`src/rtl/pwm_ramp_sequencer.sv`:
```
// pwm_ramp_sequencer
//
// Host-side controller for the PWM generator's 12-bit configuration write bus.
// Takes one command (period, target duty %, step %, step interval). It writes the
// period once, when it differs from the last period written, and then steps the
// duty toward the target. Each duty write is spaced cmd_interval+2 cycles from the
// previous one. This block is the only writer of the generator bus.
//
// Ports:
//   clk           system clock
//   rst_n         synchronous reset, active HIGH (name kept from the existing codebase)
//   cmd_valid     command present
//   cmd_ready     command can be accepted (idle and not in reset)
//   cmd_period    PWM period in clk cycles
//   cmd_duty      target duty in percent, clamped to DUTY_MAX
//   cmd_step      duty increment per step in percent; 0 is treated as 1
//   cmd_interval  extra wait cycles between steps
//   abort         drop the current sequence; no done pulse is produced
//   pwm_in        generator write data
//   pwm_sel       1 = period write, 0 = duty write
//   pwm_wr_en     generator write strobe, 1-cycle pulses
//   cur_duty      last duty value written
//   busy          sequence in progress
//   done          1-cycle pulse when the target is reached
module pwm_ramp_sequencer #(
  parameter int unsigned INT_W    = 16,
  parameter int unsigned DUTY_MAX = 100
) (
  input  logic             clk,
  input  logic             rst_n,
  input  logic             cmd_valid,
  output logic             cmd_ready,
  input  logic [11:0]      cmd_period,
  input  logic [6:0]       cmd_duty,
  input  logic [6:0]       cmd_step,
  input  logic [INT_W-1:0] cmd_interval,
  input  logic             abort,
  output logic [11:0]      pwm_in,
  output logic             pwm_sel,
  output logic             pwm_wr_en,
  output logic [6:0]       cur_duty,
  output logic             busy,
  output logic             done
);

  localparam logic [6:0] DutyMax = 7'(DUTY_MAX);

  typedef enum logic [2:0] {
    StIdle,
    StWrPeriod,
    StWait,
    StStep,
    StDone
  } state_e;

  state_e           state_q;
  logic [11:0]      shadow_q;
  logic [6:0]       target_q;
  logic [6:0]       step_q;
  logic [6:0]       duty_q;
  logic [INT_W-1:0] interval_q;
  logic [INT_W-1:0] count_q;
  logic [11:0]      pwm_in_q;
  logic             pwm_sel_q;
  logic             pwm_wr_en_q;
  logic             done_q;

  logic [6:0] acc_target;
  logic [6:0] acc_step;
  logic [6:0] nxt_duty;
  logic [7:0] cur_w, tgt_w, stp_w, sum_w, gap_w;

  assign acc_target = (cmd_duty > DutyMax) ? DutyMax : cmd_duty;
  assign acc_step   = (cmd_step == 7'd0) ? 7'd1 : cmd_step;

  // Next duty value: move by one step toward the target, saturating on it.
  // The arithmetic is widened to 8 bits so that cur+step cannot wrap.
  always_comb begin
    cur_w    = {1'b0, duty_q};
    tgt_w    = {1'b0, target_q};
    stp_w    = {1'b0, step_q};
    sum_w    = cur_w + stp_w;
    gap_w    = cur_w - tgt_w;
    nxt_duty = target_q;
    if (cur_w < tgt_w) begin
      if (sum_w < tgt_w) nxt_duty = sum_w[6:0];
    end else if (gap_w > stp_w) begin
      nxt_duty = duty_q - step_q;
    end
  end

  always_ff @(posedge clk) begin
    if (rst_n) begin
      state_q     <= StIdle;
      shadow_q    <= 12'd0;
      target_q    <= 7'd0;
      step_q      <= 7'd1;
      duty_q      <= 7'd0;
      interval_q  <= '0;
      count_q     <= '0;
      pwm_in_q    <= 12'd0;
      pwm_sel_q   <= 1'b0;
      pwm_wr_en_q <= 1'b0;
      done_q      <= 1'b0;
    end else begin
      // Strobe and done are single-cycle pulses by default.
      pwm_wr_en_q <= 1'b0;
      done_q      <= 1'b0;
      if (abort && state_q != StIdle) begin
        state_q <= StIdle;
      end else begin
        unique case (state_q)
          StIdle: begin
            if (cmd_valid) begin
              target_q   <= acc_target;
              step_q     <= acc_step;
              interval_q <= cmd_interval;
              if (cmd_period != shadow_q) begin
                // Present the period write and record it as written at once.
                state_q     <= StWrPeriod;
                shadow_q    <= cmd_period;
                pwm_in_q    <= cmd_period;
                pwm_sel_q   <= 1'b1;
                pwm_wr_en_q <= 1'b1;
              end else if (duty_q != acc_target) begin
                state_q <= StWait;
                count_q <= cmd_interval;
              end else begin
                state_q <= StDone;
                done_q  <= 1'b1;
              end
            end
          end
          StWrPeriod: begin
            if (duty_q != target_q) begin
              state_q <= StWait;
              count_q <= interval_q;
            end else begin
              state_q <= StDone;
              done_q  <= 1'b1;
            end
          end
          StWait: begin
            if (count_q == '0) begin
              state_q     <= StStep;
              duty_q      <= nxt_duty;
              pwm_in_q    <= {5'b0, nxt_duty};
              pwm_sel_q   <= 1'b0;
              pwm_wr_en_q <= 1'b1;
            end else begin
              count_q <= count_q - 1'b1;
            end
          end
          StStep: begin
            if (duty_q == target_q) begin
              state_q <= StDone;
              done_q  <= 1'b1;
            end else begin
              state_q <= StWait;
              count_q <= interval_q;
            end
          end
          StDone: begin
            state_q <= StIdle;
          end
          default: begin
            state_q <= StIdle;
          end
        endcase
      end
    end
  end

  assign cmd_ready = (state_q == StIdle) && !rst_n;
  assign busy      = (state_q != StIdle);
  assign pwm_in    = pwm_in_q;
  assign pwm_sel   = pwm_sel_q;
  assign pwm_wr_en = pwm_wr_en_q;
  assign cur_duty  = duty_q;
  assign done      = done_q;

endmodule

```
`config.mk`:
```
export PLATFORM = sky130hd
export DESIGN_NAME = pwm_ramp_sequencer
export DESIGN_NICKNAME = d
export VERILOG_FILES = /design/src/rtl/pwm_ramp_sequencer.sv
export SDC_FILE = /design/constraint.sdc
export NUM_CORES = 1
export LEC_CHECK = 0
export CAP_MARGIN = 40
export CORE_MARGIN = 10
export CORE_UTILIZATION = 36
export CTS_CLUSTER_SIZE = 14
export DETAILED_ROUTE_END_ITERATION = 12
export MAX_ROUTING_LAYER = met4
export RECOVER_POWER = 50
export SKIP_CTS_REPAIR_TIMING = 1
export SLEW_MARGIN = 10
export SYNTH_ARGS = -nofsm -noshare
export SYNTH_HDL_FRONTEND = slang
export SYNTH_SLANG_ARGS = --single-unit
```
`constraint.sdc`:
```
create_clock -name clk -period 4.6 [get_ports clk]
set_clock_uncertainty 0.1 [all_clocks]
set_input_delay 0.92 -clock clk [delete_from_list [all_inputs] [get_ports clk]]
set_output_delay 0.92 -clock clk [all_outputs]
set_load 0.02 [all_outputs]
```
==> key figures, run 1 <==
Routing
  • Via/cell ratio: 5.35
  • First-iteration detailed-routing DRC count: 337
  • Wire per inst: 16.7 um
  • Drt total wl: 14800 um
  • Via count: 4731
  • DRT Pass-1 Iters: 5
  • DRC errors left: 0
  • ANT nets after route: 0

Global route
  • Number of global-route vias before repair: 4541
  • GRT overflow: 0
  • Pin count of the biggest net entering global routing: 77
  • Antenna violations before repair: 0
  • First-pass GRT wire length: 23700 um
  • GRT Total Usage: 16.1%

Die
  • Die H: 138 um
  • # IOs: 70
  • Area of the core: 13800 um2
  • Die width: 138 um
  • Initial Util: 36.4%
  • Row count: 43
  • Die footprint: 19000 um2

Placement
  • DPL Wire Length: 11100 um
  • I/O Buffers: 69
  • DP Cell Count: 869
  • RD Place Congestion: 0.972

Yosys
  • Syn_nets: 722
  • Syn_area_per_cell: 7.84 um2
  • EDFF count, synth: 0
  • Yosys warning count: 0
  • Ys async rst share: 0%
  • Mapped Cells: 639
  • Post-synthesis cell type count: 63
  • Post-synthesis sequential area ratio: 33.2%
  • Yosys top cell by area: dfxtp_1
  • Primary FF master, synth: dfxtp_1
  • Top-area cell type share of the netlist area: 33.2%
  • Cell area after synthesis: 5010 um2
  • Synth top area cells: dfxtp_1 33%, nand2_1 8.7%, ha_1 8.5%
  • Register bit total from synthesis: 83

Worst setup path
  • R2r setup slk: 0.46 ns
  • CP peak stage delay: 0.51 ns
  • FF-to-FF End: pwm_in[2]
  • Critical path required time: 4.77 ns
  • Max FO, Critical Path: 9
  • WP data arrival: 4.31 ns
  • Critical Path Stages: 15
  • CP Cell Sequence: inv_1 > fa_1 > o21bai_1 > a21oi_1 > o21bai_1 > a21oi_1 > xnor2_1 > ha_1 > a211oi_1 > o21ai_0 > or3_1 > mux2i_1 > nor2_1 > or3_1 > a31oi_1
  • Worst r2r src: cur_duty[1]
  • Crit-path slowest cell: dfxtp_1
  • Worst setup path startpoint: cur_duty[1]
  • Crit. End Element: flop
  • CP Launch Type: flop
  • CP bufs+invs: 1
  • Setup Crit Path Kind: flop to flop
  • Register-to-Register Path Depth: 15
  • CP endpoint: pwm_in[2]
  • Top delay family on crit path: compound AO/OA/AOI/OAI gates

Pwr
  • Comb power frac: 34.3%
  • Net Sw Frac: 35.0%
  • VDD IR max: 0.222 mV
  • Sequential Power Share: 35.2%
  • NetSw: 0.841 mW
  • Cell area power density: 389 nW/um2
  • Overall power: 2.41 mW
  • Pint: 1.56 mW
  • Leakage power: 2.38 nW
  • Clk pwr share: 30.5%

STA
  • Slew @ Worst Pin: 1.25 ns
  • Final Cycle Share: 89.9%
  • RSZ-0062 raised after global routing: false
  • # setup viols final: 0
  • Final Hold Viols: 0
  • Final min period: 4.14 ns
  • Fmax: 0.242 GHz
  • Setup tns final: 0 ns
  • Final slew viol count: 0
  • Hold slack: 0.356 ns
  • Relative max-transition margin: 16.7%

Layout
  • Finished Layout Cells: 885
  • Most frequent cells in the layout: 116 x nand2_1, 83 x dfxtp_1, 66 x nor2_1
  • Register Area: 1660 um2
  • Area growth, synth to finish: 23.5%
  • Layout cells sized above 1: 5.53%
  • Utilization after layout: 44.9%
  • Multi-input logic area: 3130 um2
  • Fillers: 1394
  • Antenna diodes: 0
  • Most common cell after layout, fill and taps aside: nand2_1
  • Total Nets Final: 783

Clock tree
  • Clock Pin Slew Worst Setup and Hold Paths: 0.07 ns
  • CTS max path bufs: 2
  • H-tree depth: 3
  • TritonCTS Buffers: 9
  • Clock sink total: 83
  • Root Buffer: clkbuf_16
  • Clock tree from TritonCTS: done
  • Worst-Skew Late Latency: 0.34 ns

Min path
  • Hold WC Path Type: flop to flop

Flow run
  • Max Cap Viol: 0

Status
  • Outcome: finished, final reports clean
-- flip-flops by register name, summed over array words and instances, names as in the netlist --
signal / cells
done: 1
state_q: 3
pwm_in: 12
step_q: 7
pwm_wr_en: 1
target_q: 7
pwm_sel: 1
shadow_q: 12
count_q: 16
interval_q: 16
cur_duty: 7
-- metal layers --
metal	up-vias	routed length, um	global-route usage, %	part of all wire, %
met4	0	189	4.40	1.3
met2	120	6670	24.8	45
met3	19	790	4.02	5.4
li1	2391	-	-	-
met1	2201	7110	20.6	48
met5	-	0	-	0
-- synth_stat cells, drive strengths merged (4+ instances only) --
| library cell | instances |
|---|---|
| or4 | 4 |
| nand4 | 6 |
| a2111oi | 5 |
| inv | 29 |
| a21oi | 64 |
| a211oi | 16 |
| nor2 | 68 |
| or3 | 5 |
| a22o | 4 |
| nor3 | 13 |
| nand3 | 6 |
| a31oi | 8 |
| xor2 | 4 |
| a22oi | 7 |
| a221oi | 15 |
| o22ai | 5 |
| nand2 | 117 |
| o21ai | 22 |
| o221a | 4 |
| nor2b | 9 |
| dfxtp | 83 |
| a32o | 5 |
| nor4 | 4 |
| ha | 34 |
| xnor2 | 30 |
| clkbuf | 26 |
-- worst min path at each step --
stage                   start             end  slack [ns]  depth (start not counted)
6_report        interval_q[5]   interval_q[5]        0.36                          2
5_1_grt         interval_q[8]   interval_q[8]        0.37                          2
4_1_cts        interval_q[10]  interval_q[10]        0.36                          2
2_1_floorplan     target_q[4]     target_q[4]        0.33                          2
3_5_place_dp   interval_q[10]  interval_q[10]        0.35                          2
3_3_place_gp    interval_q[1]   interval_q[1]        0.34                          2
-- power by group through the flow --
stage,Clock [mW],Combinational [mW],Sequential [mW]
finish,0.733,0.825,0.848
global route,0.779,0.925,0.857
CTS,0.748,0.835,0.848
detailed placement,0,0.829,0.863
global placement,0,0.817,0.863
floorplan,0,0.568,0.866
-- area by class of cell --
class                           instances  area share, %
Timing Repair Buffer                   79           12.2
Inverter                               30           1.82
Multi-Input combinational cell        497           50.6
Sequential cell                        83           26.8
Tap cell                              180           3.64
Clock inverter                          7           1.21
Clock buffer                            9           3.64
-- cells by family (layout without fill, tap and decap cells) --
kind of cell    Yosys count  after routing  synth area share (%)
xor+xnor                 34             34                  5.94
compound gates          177            177                  23.9
mux                       3              3                 0.599
fa+ha+maj                37             37                  9.69
flops                    83             83                  33.2
buf+inv                  59            125                  4.54
simple gates            246            246                  22.1
-- per-stage QoR --
step | instance area (um2) | setup WS (ns)
after floorplan | 5010 | 0.904
after global placement | 5870 | 0.603
after detailed placement | 5900 | 0.530
after CTS | 6200 | 0.484
after global routing | 6190 | 0.133
final | 6190 | 0.463
-- worst reg2reg max path, stage by stage, from the launching register on --
cell	delay, ns
dfxtp_1	0.51
inv_1	0.19
fa_1	0.51
o21bai_1	0.17
a21oi_1	0.11
o21bai_1	0.14
a21oi_1	0.10
xnor2_1	0.15
ha_1	0.19
a211oi_1	0.20
o21ai_0	0.15
or3_1	0.42
mux2i_1	0.50
nor2_1	0.11
or3_1	0.34
a31oi_1	0.17
(Power assumes the default switching activity.)
==> run 2: changes to the inputs <==
--- a/config.mk
+++ b/config.mk
@@ -10,6 +10,7 @@
 export CORE_UTILIZATION = 36
 export CTS_CLUSTER_SIZE = 14
 export DETAILED_ROUTE_END_ITERATION = 12
+export GPL_TIMING_DRIVEN = 0
 export MAX_ROUTING_LAYER = met4
 export RECOVER_POWER = 50
 export SKIP_CTS_REPAIR_TIMING = 1
==> run 2 against run 1 <==
Net effect:
- utilization up 0.20 points
- routed wire length is 7.0% higher
- hold slack worse by 0.0016 ns
- cell area up 0.44%
- largest cell class unchanged
==> key figures, run 2 (synthesis results as in run 1) <==
Worst setup path
  • CP peak stage delay: 0.55 ns
  • Register-to-Register Path Depth: 16
  • Top delay family on crit path: compound AO/OA/AOI/OAI gates
  • Crit. End Element: flop
  • Critical path required time: 4.77 ns
  • Setup Crit Path Kind: flop to flop
  • CP bufs+invs: 0
  • Max FO, Critical Path: 9
  • WP data arrival: 4.32 ns
  • Crit-path slowest cell: a311oi_1
  • Critical Path Stages: 16
  • R2r setup slk: 0.45 ns
  • CP Launch Type: flop
  • Worst setup path startpoint: cur_duty[1]
  • CP endpoint: pwm_in[4]
  • CP Cell Sequence: ha_1 > nor2b_1 > o21ai_0 > nand2_1 > a21o_1 > a21oi_1 > xnor2_1 > ha_1 > nand4_1 > a21oi_1 > a2111oi_0 > o22a_1 > or2_2 > a311oi_1 > nand2_1 > a31oi_1
  • FF-to-FF End: pwm_in[4]
  • Worst r2r src: cur_duty[1]

Clock tree
  • CTS max path bufs: 2
  • Root Buffer: clkbuf_16
  • Worst-Skew Late Latency: 0.35 ns
  • Clock tree from TritonCTS: done
  • TritonCTS Buffers: 9
  • Clock sink total: 83
  • Clock Pin Slew Worst Setup and Hold Paths: 0.06 ns
  • H-tree depth: 3

STA
  • RSZ-0062 raised after global routing: false
  • Relative max-transition margin: 45.5%
  • # setup viols final: 0
  • Final Hold Viols: 0
  • Final Cycle Share: 90.2%
  • Slew @ Worst Pin: 0.807 ns
  • Final slew viol count: 0
  • Setup tns final: 0 ns
  • Fmax: 0.241 GHz
  • Final min period: 4.15 ns

Routing
  • Wire per inst: 17.5 um
  • DRC errors left: 0
  • Via/cell ratio: 5.39
  • Drt total wl: 15800 um
  • DRT Pass-1 Iters: 5
  • ANT nets after route: 0
  • Via count: 4871
  • First-iteration detailed-routing DRC count: 374

Placement
  • DPL Wire Length: 12400 um
  • DP Area: 5930 um2
  • RD Place Congestion: 0.879
  • DP Cell Count: 888
  • I/O Buffers: 69

Flow run
  • Max Cap Viol: 0

Layout
  • Layout cells sized above 1: 4.70%
  • Utilization after layout: 45.1%
  • Regs by FF count: count_q x16, interval_q x16
  • Antenna diodes: 0
  • Finished Cell Area: 6220 um2
  • Fillers: 1429
  • Most common cell after layout, fill and taps aside: nand2_1
  • Most frequent cells in the layout: 116 x nand2_1, 83 x dfxtp_1, 66 x nor2_1
  • Total Nets Final: 802
  • Area growth, synth to finish: 24.0%
  • Finished Layout Cells: 904

Min path
  • Hold WC Path Type: flop to flop

Global route
  • Pin count of the biggest net entering global routing: 15
  • GRT overflow: 0
  • First-pass GRT wire length: 25000 um
  • GRT Total Usage: 17.2%
  • Antenna violations before repair: 0
  • Number of global-route vias before repair: 4786

Pwr
  • Leakage power: 2.38 nW
  • Overall power: 2.41 mW
  • Cell area power density: 388 nW/um2
  • VDD IR max: 0.287 mV

Die
  • Row count: 43
  • Area of the core: 13800 um2
  • Die footprint: 19000 um2
  • Die width: 138 um
  • Die H: 138 um
  • Initial Util: 36.4%
  • # IOs: 70

Status
  • Outcome: finished, final reports clean
[run 2: how the worst min path moves through the flow]
stage / from / to / cells past startpoint
6_report: target_q[4] / target_q[4] / 2
3_3_place_gp: interval_q[1] / interval_q[1] / 2
2_1_floorplan: target_q[4] / target_q[4] / 2
4_1_cts: target_q[4] / target_q[4] / 2
5_1_grt: target_q[6] / target_q[6] / 2
3_5_place_dp: target_q[4] / target_q[4] / 2
[run 2: final cells by class]
type / count / area [um2] / share of cell area [%]
tap: 180 / 225 / 3.62
timing repair buffer: 69 / 691 / 11.1
multi-input combinational: 497 / 3120 / 50.2
sequential: 83 / 1660 / 26.7
inverter: 30 / 113 / 1.81
clock buffer: 12 / 256 / 4.13
clock inverter: 4 / 31.3 / 0.503
buffer: 29 / 115 / 1.85
[run 2: power breakdown]
part           leakage [nW]  total (mW)  switching, mW  internal (mW)
Sequential            0.680       0.845         0.0582          0.787
Combinational          1.56       0.861          0.501          0.360
Clock                 0.144       0.706          0.307          0.399
[run 2: through the flow]
stage	hold slack, ns	setup WS (ns)
after CTS	0.355	0.376
final	0.355	0.453
after global routing	0.376	0.0863
after floorplan	0.332	0.904
after global placement	0.343	0.420
after detailed placement	0.347	0.402
[run 2: worst register-to-register path: stages (launching register included)]
cell and delay (ns):
dfxtp_1 0.53, ha_1 0.30, nor2b_1 0.13, o21ai_0 0.24
nand2_1 0.14, a21o_1 0.20, a21oi_1 0.17, xnor2_1 0.08
ha_1 0.31, nand4_1 0.13, a21oi_1 0.14, a2111oi_0 0.08
o22a_1 0.28, or2_2 0.36, a311oi_1 0.55, nand2_1 0.13
a31oi_1 0.20
[run 2: routing by layer]
metal  GRT usage, %  share of wire (%)  up-vias
met5              -                  0        -
met4           4.87                1.4        0
met3           3.22                6.1       14
met2           27.2                 46      133
met1           22.0                 46     2291
li1               -                  -     2433
==> run 3: changes to the inputs <==
--- a/config.mk
+++ b/config.mk
@@ -12,7 +12,7 @@
 export DETAILED_ROUTE_END_ITERATION = 12
 export GPL_TIMING_DRIVEN = 0
 export MAX_ROUTING_LAYER = met4
-export RECOVER_POWER = 50
+export RECOVER_POWER = 25
 export SKIP_CTS_REPAIR_TIMING = 1
 export SLEW_MARGIN = 10
 export SYNTH_ARGS = -nofsm -noshare
==> run 3 against run 2 <==
Net effect:
- combinational power hardly changed
- critical path depth is the same
- cell count is the same
- first-iteration DRC count grew 0.27%
- sequential share of layout area is essentially flat
- power about the same
- setup slack got worse by 0.0059 ns
- utilization about the same
- cell area barely moved
- die area unchanged
- via count up 0.66%
- clock power about the same
==> key figures, run 3 (synthesis results as in run 1) <==
Routing
  • DRT Pass-1 Iters: 5
  • Via count: 4903
  • Via/cell ratio: 5.42
  • Drt total wl: 15800 um
  • First-iteration detailed-routing DRC count: 375
  • ANT nets after route: 0
  • Wire per inst: 17.5 um
  • DRC errors left: 0

STA
  • Final min period: 4.15 ns
  • Final Hold Viols: 0
  • Final slew viol count: 0
  • Slew @ Worst Pin: 0.843 ns
  • # setup viols final: 0
  • Setup tns final: 0 ns
  • RSZ-0062 raised after global routing: false
  • Final worst slack: 0.447 ns
  • Relative max-transition margin: 43.1%
  • Fmax: 0.241 GHz
  • Final Cycle Share: 90.3%

Worst setup path
  • CP Launch Type: flop
  • WP data arrival: 4.33 ns
  • R2r setup slk: 0.45 ns
  • FF-to-FF End: pwm_in[4]
  • Setup Crit Path Kind: flop to flop
  • Max FO, Critical Path: 9
  • Critical path required time: 4.77 ns
  • Worst setup path startpoint: cur_duty[1]
  • Register-to-Register Path Depth: 16
  • Crit. End Element: flop
  • Worst r2r src: cur_duty[1]
  • CP endpoint: pwm_in[4]

Min path
  • HP Start: target_q[4]
  • Hold WC Path Type: flop to flop

Global route
  • GRT Total Usage: 17.2%
  • Antenna violations before repair: 0
  • Pin count of the biggest net entering global routing: 15
  • Number of global-route vias before repair: 4786
  • Grt met2 use: 27.2%
  • First-pass GRT wire length: 25000 um
  • M3 GR Usage: 3.22%
  • GRT overflow: 0
  • Met1 usage: 22.0%
  • GRT Max-Usage Layer: met2

Clock tree
  • Worst-Skew Late Latency: 0.35 ns
  • H-tree depth: 3
  • Clock sink total: 83
  • Clock Pin Slew Worst Setup and Hold Paths: 0.06 ns
  • Clock tree from TritonCTS: done
  • CTS max path bufs: 2
  • Root Buffer: clkbuf_16
  • TritonCTS Buffers: 9

Die
  • Die H: 138 um
  • # IOs: 70
  • Die width: 138 um
  • Area of the core: 13800 um2
  • Die footprint: 19000 um2
  • Row count: 43
  • Initial Util: 36.4%

Layout
  • Most common cell after layout, fill and taps aside: nand2_1
  • Total Nets Final: 802
  • Layout cells sized above 1: 4.83%
  • Regs by FF count: count_q x16, interval_q x16
  • Register Area: 1660 um2
  • Multi-input logic area: 3130 um2
  • Fillers: 1430
  • Antenna diodes: 0
  • Most frequent cells in the layout: 116 x nand2_1, 83 x dfxtp_1, 66 x nor2_1
  • Area growth, synth to finish: 24.1%
  • Utilization after layout: 45.2%

Pwr
  • VDD IR max: 0.287 mV
  • Cell area power density: 388 nW/um2
  • Leakage power: 2.37 nW

Placement
  • DPL Wire Length: 12400 um
  • RD Place Congestion: 0.879
  • Place WS: 0.402 ns
  • I/O Buffers: 69

Status
  • Outcome: finished, final reports clean

Flow run
  • Max Cap Viol: 0
-- run 3: changes by cell type in the layout (fill, tap and decap cells not counted), sizes merged --
cell / before / now
clkdlybuf4s50: 45 / 51
dlygate4sd3: 24 / 18
-- run 3: final cells by class --
class                           count  area share [%]
Clock buffer                       12            4.12
Timing Repair Buffer               69            11.1
Tap cell                          180            3.62
Clock inverter                      4           0.503
Inverter                           30            1.81
Sequential cell                    83            26.7
Multi-Input combinational cell    497            50.3
Buffer                             29            1.85
-- run 3: metrics by stage --
stage	instances	hold WS [ns]	instance area (um2)	total power [mW]
floorplan	639	0.332	5010	1.43
global placement	888	0.343	5930	1.70
detailed placement	888	0.347	5930	1.71
CTS	904	0.355	6220	2.43
global route	904	0.376	6220	2.55
finish	904	0.355	6220	2.41
-- run 3: power breakdown --
part | internal, mW | total [mW] | switching [mW]
combinational | 0.361 | 0.863 | 0.503
sequential | 0.787 | 0.845 | 0.0583
clock | 0.399 | 0.706 | 0.306
total | 1.55 | 2.41 | 0.867
-- run 3: worst min-delay path by stage --
stage / depth (start not counted) / to
final: 2 / target_q[4]
after CTS: 2 / target_q[4]
after floorplan: 2 / target_q[4]
after detailed placement: 2 / target_q[4]
after global placement: 2 / interval_q[1]
after global routing: 2 / target_q[6]
-- run 3: per-layer routing --
layer  vias to the layer above  wire length, um
met3                        13              906
met5                         -                0
met2                       135             7290
met1                      2321             7440
li1                       2434                -
met4                         0              202
-- run 3: worst max-delay path: stages (launching register included) --
cell and delay [ns]:
dfxtp_1 0.53, ha_1 0.30, nor2b_1 0.13, o21ai_0 0.24, nand2_1 0.14, a21o_1 0.20, a21oi_1 0.17, xnor2_1 0.08
ha_1 0.31, nand4_1 0.13, a21oi_1 0.14, a2111oi_0 0.08, o22a_1 0.28, or2_2 0.35, a311oi_1 0.55, nand2_1 0.13
a31oi_1 0.20
